**src/rtl/ram128_wb_bridge.sv**
```systemverilog
// Wishbone classic slave bridging the management SoC bus to a 128 x 32-bit
// RAM macro. Partial byte-select writes are handled as read-modify-write,
// because the macro only ever commits full words.
module ram128_wb_bridge #(
    parameter logic [31:0] BASE_ADDR = 32'h3000_0000,
    parameter logic [31:0] ADDR_MASK = 32'hFFFF_FE00
) (
    input  logic        CLK,
    input  logic        RST_N,
    input  logic        wbs_cyc_i,
    input  logic        wbs_stb_i,
    input  logic        wbs_we_i,
    input  logic [3:0]  wbs_sel_i,
    input  logic [31:0] wbs_adr_i,
    input  logic [31:0] wbs_dat_i,
    output logic        wbs_ack_o,
    output logic [31:0] wbs_dat_o,
    output logic        ram_en,
    output logic [3:0]  ram_we,
    output logic [6:0]  ram_addr,
    output logic [31:0] ram_din,
    input  logic [31:0] ram_dout
);

    typedef enum logic [2:0] {
        IDLE,
        RD_A,
        RD_D,
        RD_CAP,
        MERGE,
        WR_A,
        WR_C,
        ACK
    } state_t;

    state_t      r_state;
    logic        r_we;
    logic [3:0]  r_sel;
    logic [31:0] r_wdata;
    logic        r_ack;
    logic [31:0] r_dat;
    logic        r_ram_en;
    logic [3:0]  r_ram_we;
    logic [6:0]  r_ram_addr;
    logic [31:0] r_ram_din;

    logic        w_hit;
    logic        w_req;
    logic [6:0]  w_word;
    logic [31:0] w_merged;

    assign w_hit  = (wbs_adr_i & ADDR_MASK) == BASE_ADDR;
    assign w_req  = wbs_cyc_i & wbs_stb_i & w_hit;
    assign w_word = wbs_adr_i[8:2];

    // Byte-wise merge of captured write data over the word just read back.
    always_comb begin
        // NOTE: a default before the loop keeps this purely combinational;
        // any bit left unassigned on some path would infer a latch.
        w_merged = ram_dout;
        for (int n = 0; n < 4; n++) begin
            if (r_sel[n]) begin
                w_merged[8*n +: 8] = r_wdata[8*n +: 8];
            end
        end
    end

    // Transaction FSM; every output to the bus and the macro is registered here.
    always_ff @(posedge CLK or negedge RST_N) begin
        if (!RST_N) begin
            r_state    <= IDLE;
            r_we       <= 1'b0;
            r_sel      <= 4'h0;
            r_wdata    <= 32'h0;
            r_ack      <= 1'b0;
            r_dat      <= 32'h0;
            r_ram_en   <= 1'b0;
            r_ram_we   <= 4'h0;
            r_ram_addr <= 7'h0;
            r_ram_din  <= 32'h0;
        end else begin
            // NOTE: non-blocking assignments throughout, so every register
            // samples the pre-edge value of every other register.
            case (r_state)
                IDLE: begin
                    r_ack    <= 1'b0;
                    r_ram_en <= 1'b0;
                    r_ram_we <= 4'h0;
                    if (w_req) begin
                        r_we       <= wbs_we_i;
                        r_sel      <= wbs_sel_i;
                        r_wdata    <= wbs_dat_i;
                        r_ram_addr <= w_word;
                        if (wbs_we_i && wbs_sel_i == 4'h0) begin
                            // Nothing to write: acknowledge without touching the RAM.
                            r_ack   <= 1'b1;
                            r_state <= ACK;
                        end else if (wbs_we_i && wbs_sel_i == 4'hF) begin
                            r_ram_en  <= 1'b1;
                            r_ram_we  <= 4'hF;
                            r_ram_din <= wbs_dat_i;
                            r_state   <= WR_A;
                        end else begin
                            // Plain reads and the read half of read-modify-write.
                            r_ram_en <= 1'b1;
                            r_state  <= RD_A;
                        end
                    end
                end
                RD_A: begin
                    r_state <= RD_D;
                end
                RD_D: begin
                    // Enable was high on this edge, so Do0 is valid afterwards.
                    r_ram_en <= 1'b0;
                    r_state  <= RD_CAP;
                end
                RD_CAP: begin
                    if (r_we) begin
                        r_ram_din <= w_merged;
                        r_state   <= MERGE;
                    end else begin
                        r_dat   <= ram_dout;
                        r_ack   <= 1'b1;
                        r_state <= ACK;
                    end
                end
                MERGE: begin
                    r_ram_en <= 1'b1;
                    r_ram_we <= 4'hF;
                    r_state  <= WR_A;
                end
                WR_A: begin
                    // Macro latched the write on this edge; it commits on the next.
                    r_ram_en <= 1'b0;
                    r_ram_we <= 4'h0;
                    r_state  <= WR_C;
                end
                WR_C: begin
                    r_ack   <= 1'b1;
                    r_state <= ACK;
                end
                ACK: begin
                    r_ack   <= 1'b0;
                    r_state <= IDLE;
                end
                default: begin
                    r_ack    <= 1'b0;
                    r_ram_en <= 1'b0;
                    r_ram_we <= 4'h0;
                    r_state  <= IDLE;
                end
            endcase
        end
    end

    assign wbs_ack_o = r_ack;
    assign wbs_dat_o = r_dat;
    assign ram_en    = r_ram_en;
    assign ram_we    = r_ram_we;
    assign ram_addr  = r_ram_addr;
    assign ram_din   = r_ram_din;

endmodule

```
**config.mk**
```make
export PLATFORM = sky130hd
export DESIGN_NAME = ram128_wb_bridge
export DESIGN_NICKNAME = d
export VERILOG_FILES = /design/src/rtl/ram128_wb_bridge.sv
export SDC_FILE = /design/constraint.sdc
export NUM_CORES = 1
export LEC_CHECK = 0
export BUFFER_PORTS_ARGS = -buffer_cell sky130_fd_sc_hd__buf_2
export CAP_MARGIN = 15
export CORE_ASPECT_RATIO = 0.6
export CORE_MARGIN = 4
export CORE_UTILIZATION = 50
export DETAILED_ROUTE_END_ITERATION = 10
export PLACE_DENSITY = 0.8
export SLEW_MARGIN = 30
export SYNTH_ARGS = -nofsm -noshare
export SYNTH_HDL_FRONTEND = slang
export SYNTH_SLANG_ARGS = --single-unit
export TNS_END_PERCENT = 100
```
**constraint.sdc**
```tcl
create_clock -name CLK -period 2.7 [get_ports CLK]
set_input_delay 0.27 -clock CLK [delete_from_list [all_inputs] [get_ports CLK]]
set_output_delay 0.27 -clock CLK [all_outputs]
set_load 0.01 [all_outputs]
```
# Word-level counts from Yosys, hierarchy flattened
# Cells that the tools add are included.
[op_classes]
reduce_logical = 13
shifts = 0
mul = 0
eq_ne = 14
order_cmp = 0
bitwise = 3
div_mod_pow = 0
n_mux = 25
addsub = 0
[ops]
columns = ["cell", "n"]
rows = [
  ["$mux 32", 4],
  ["$pmux 32 s2", 1],
  ["$mux 8", 4],
  ["$pmux 3 s8", 1],
  ["$eq 23x21->1 const B", 1],
  ["$eq 3x3->1 const B", 4],
  ["$mux 4", 3],
  ["$pmux 4 s3", 1],
  ["$ne 2x2->1 const B", 5],
  ["$mux 3", 3],
  ["$eq 3x2->1 const B", 2],
  ["$reduce_and 2->1", 3],
  ["$reduce_bool 3->1", 2],
  ["$mux 1", 5],
  ["$reduce_and 5->1", 1],
  ["$eq 4x4->1 const B", 1],
  ["$logic_not 4->1", 1],
  ["$pmux 1 s4", 1],
  ["$reduce_bool 4->1", 1],
  ["$eq 3x1->1 const B", 1],
  ["$logic_not 3->1", 1],
  ["$pmux 1 s3", 1],
  ["$and 1x1->1", 2],
  ["$logic_and 1x1->1", 2],
  ["4 further kinds", 4],
]
[totals]
wordCells = 65
rom_bits = 0
ramBits = 0
regBits = 117
latchBits = 0
inputBits = 105
out_inout_bits = 77
mem_count = 0

# Logic depth before layout (Yosys ltp)
[depth]
depth_word = 6
depth_mapped = 8

# Least setup slack after synthesis
# No wires, ideal clock.
[synth_path]
kind = "input-to-reg"
startpoint = "input wbs_adr_i[10]"
endpoint = "register r_ram_din[10] (netlist: ram_din[10])"
n_path_buf = 1
arrival_ns = 2.159
slack_ns = 0.414
required_ns = 2.573
stages = 6
cell_sequence = "or4_4 -> nor4_4 -> nand4_4 -> a221o_2 -> buf_6 -> mux2_1"
[synth_via]
elab_chain_cells = 4
[synth_rtl]
columns = ["element", "line", "text"]
rows = [
  ["start: declaration", "14", "input logic [31:0] wbs_adr_i,"],
  ["$eq 23x21->1", "52", "assign w_hit = (wbs_adr_i & ADDR_MASK) == BASE_ADDR;"],
  ["$and 1x1->1", "53", "assign w_req = wbs_cyc_i & wbs_stb_i & w_hit;"],
  ["$ne 2x2->1 (no line)", "--", ""],
  ["$reduce_and 5->1 (no line)", "--", ""],
  ["end signal: assignment", "101", "r_ram_din <= wbs_dat_i;"],
  ["end signal: assignment", "120", "r_ram_din <= w_merged;"],
  ["end: declaration", "45", "logic [31:0] r_ram_din;"],
]
# No other way between the ends.
# A chain may end at the register's enable or synchronous reset.

# Final worst setup path
[layout_path]
startpoint = "register r_state[1]"
endpoint = "register r_ram_din[17] (netlist: ram_din[17])"
[layout_via]
elab_chain_cells = 3
[layout_rtl]
columns = ["element", "line", "text"]
rows = [
  ["start: declaration", "36", "state_t r_state;"],
  ["start signal: assignment", "71", "r_state <= IDLE;"],
  ["start signal: assignment", "97", "r_state <= ACK;"],
  ["start signal: assignment", "102", "r_state <= WR_A;"],
  ["$eq 3x2->1 or $logic_not 3->1 (tied branches)", "84", "case (r_state)"],
  ["$ne 2x2->1 (no line) or $reduce_bool 2->1 (tied branches)", "--", ""],
  ["$reduce_and 5->1 (no line)", "--", ""],
]
# Parallel ways exist; a longest one is shown, timed or not.

==> impl_metrics.toml <==
[status]
status = "finished clean"

[floorplanning]
die_w_um = 139
start_util = 0.519
core_region_area_um2 = 9950
ioPinCount = 182
die-area_um2 = 12100
rows = 28
fp.dieH_um = 86.7

[grt]
grt_pass1_vias = 4166
grtUsageTotal = 0.220
grt_overflow = 0
grt_start_max_net_pins = 47
grt_antenna_before_repair = 0
grt_pass1_wl_um = 20900

[run]
cap_violations = 0

[synthesis]
synthDistinctLibCells = 39
synth_flop_cell = "dfrtp_1"
syn_inst = 395
synth_edf_count = 0
syn_nets = 500
ys_async_sr_fraction = 1.00
yosysWarnings = 0
syn_avg_cell_area_um2 = 13.1
synth_area_um2 = 5160
yosysSeqAreaShare = 0.553
synth.ff_latch_count = 114

[timing]
relSlewSlack = 0.632
timing.final.crit_period_ns = 2.13
finalCritPeriodShare = 0.789
drv_slew = 0
fmax_ghz = 0.469
fin_skew_ns = 0.00982
rsz0062_at_grt = "false"
finalSetupViolations = 0
setup_tns_ns = 0
tightestPinTransition_ns = 0.551
finalHoldViolCount = 0

[setup_path]
crit_slowest_cell = "dfrtp_1"
worstPathCellList = "nor2_1 -> nand2_1 -> a221o_2 -> buf_4 -> mux2_1"
cp.arrival_ns = 2.41
critPathLaunchType = "flip-flop"
path_max_fanout = 19
crit_type = "flip-flop to flip-flop"
slowest_delay_ns = 0.52
cp.required_ns = 2.98
end_kind = "flip-flop"
reg2reg_slack_ns = 0.57

[cts]
cts_sinks = 114
htree_levels = 4
cts_tree = "done"
clk_path_buf_depth = 2
cts_made_buffers = 17
cts.clk_slew.worst_paths_ns = 0.05
cts-root-buf = "clkbuf_16"
clk-insertion-delay-late_ns = 0.40
post-cts-setup-buffers = 0
cts_resized = 0

[detailed_routing]
ant_nets = 0
drt-initial-drc-count = 140
drc = 0
route.vias.total = 3817
finalWirelength_um = 12800
first_pass_iters = 4
wire_per_inst_um = 17.6
vias_per_cell = 5.27

[placement]
placed_cell_area_um2 = 6180
hpwl_um = 9280
port_buffers = 179
place_congestion = 0.822

[final_layout]
final_area_um2 = 6760
utilization = 0.680
drive_gt1_frac = 0.521
area_growth_pct = 31.0
finalNetCount = 682
n_antenna_cell = 0

[power_and_ir_drop]
vdd_drop_max_mv = 0.446
power_density_nw_per_um2 = 628
p_leak_nw = 3.51

[hold_path]
min_path_type = "input port to flip-flop"
-- area by class of cell --
class,instances,area (um2)
Multi-Input combinational cell,250,2150
Tap cell,135,169
Sequential cell,114,2850
Clock inverter,10,110
Clock buffer,21,460
Inverter,4,15.0
Timing Repair Buffer,190,1010
Fill cell,740,3190
-- through the flow --
step	setup WS (ns)	total power, mW	cells	hold slack [ns]
CTS	0.597	4.30	724	0.0887
floorplan	0.414	1.93	395	-0.0256
global route	0.465	4.42	724	0.0867
finish	0.569	4.25	724	0.104
global placement	0.252	2.12	692	0.285
detailed placement	0.215	2.13	692	0.290
-- per-layer routing --
layer | wire (um) | up-vias | part of all wire | track usage
met4 | 119 | 0 | 0.0093 | 0.0755
met1 | 5450 | 1885 | 0.43 | 0.273
li1 | - | 1764 | - | -
met2 | 6320 | 158 | 0.49 | 0.377
met3 | 877 | 10 | 0.069 | 0.0639
met5 | 0 | - | 0 | 0
-- logic make-up (layout without fill, tap and decap cells) --
group,Yosys count,after routing,synth area share
muxes,140,140,0.298
DFF,114,114,0.553
and+or+nand+nor,64,64,0.0621
AOI/OAI and AO/OA,45,45,0.0509
buffers and inverters,31,225,0.0342
xor gates and xnor gates,1,1,0.00170
-- path summary, 6_finish.rpt --
check | from | to | depth (start not counted)
max reg2reg | r_state[1]$_DFFE_PN0P_ | ram_din[17]$_DFFE_PN0P_ | 5
min | wbs_adr_i[5] | ram_addr[3]$_DFFE_PN0P_ | 2
min reg2reg | ram_din[19]$_DFFE_PN0P_ | ram_din[19]$_DFFE_PN0P_ | 1
max in group asynchronous | RST_N | ram_din[29]$_DFFE_PN0P_ | 3
max | r_state[1]$_DFFE_PN0P_ | ram_din[17]$_DFFE_PN0P_ | 5
min in group asynchronous | RST_N | wbs_dat_o[16]$_DFFE_PN0P_ | 2
-- critical path, delay by kind of cell (launching register included) --
kind,cells,cell delay (ns)
buffers and inverters,1,0.23
and+or+nand+nor,2,0.53
AOI/OAI and AO/OA,1,0.37
DFF,1,0.52
muxes,1,0.35
-- sequential cells by signal (all words and copies together), names as in the netlist --
| signal | count |
|---|---|
| wbs_ack_o | 1 |
| r_wdata | 32 |
| wbs_dat_o | 32 |
| ram_din | 32 |
| ram_we | 1 |
| ram_en | 1 |
| r_sel | 4 |
| ram_addr | 7 |
| r_state | 3 |
| r_we | 1 |
-- cell usage after synthesis, types with 2 or more instances --
library cell	count	area share
dfrtp_1	114	0.55
mux2_2	78	0.17
nand2_1	40	0.029
o21ai_0	33	0.032
mux2i_1	32	0.062
mux2_1	29	0.063
clkbuf_1	10	0.0073
nor2_1	7	0.0051
buf_2	5	0.0048
buf_6	5	0.011
inv_1	4	0.0029
buf_1	3	0.0022
buf_4	3	0.0044
nor4_1	3	0.0036
a21oi_1	2	0.0019
nand3_1	2	0.0019
o211ai_1	2	0.0029
o31a_2	2	0.0039
-- layout by cell type (no fill, tap or decap), types with 2 or more instances in the layout --
cell / count
buf_12: 2
bufinv_16: 2
dfrtp_1: 114
buf_2: 178
nor2_4: 2
nor2_1: 6
o211ai_1: 2
mux2_2: 78
nand2_1: 39
o21ai_0: 33
o31a_2: 2
clkbuf_1: 2
inv_1: 4
clkinv_2: 4
mux2_1: 29
nand3_1: 2
nor4_1: 3
clkbuf_16: 17
clkinvlp_4: 4
mux2i_1: 32
clkbuf_8: 2
a21oi_1: 2
buf_4: 9
-- what timing repair did --
| item | CTS | global route |
|---|---|---|
| setup endpoints to repair | 0 | 0 |
| hold endpoints to repair | 39 | 0 |
| hold buffers | 1 | 0 |
-- power breakdown --
part	internal, mW	switching [mW]	total [mW]
clock network	1.39	0.751	2.14
logic	0.146	0.163	0.309
registers	1.76	0.0337	1.80
Note: power is estimated with default switching activity, not from simulation.
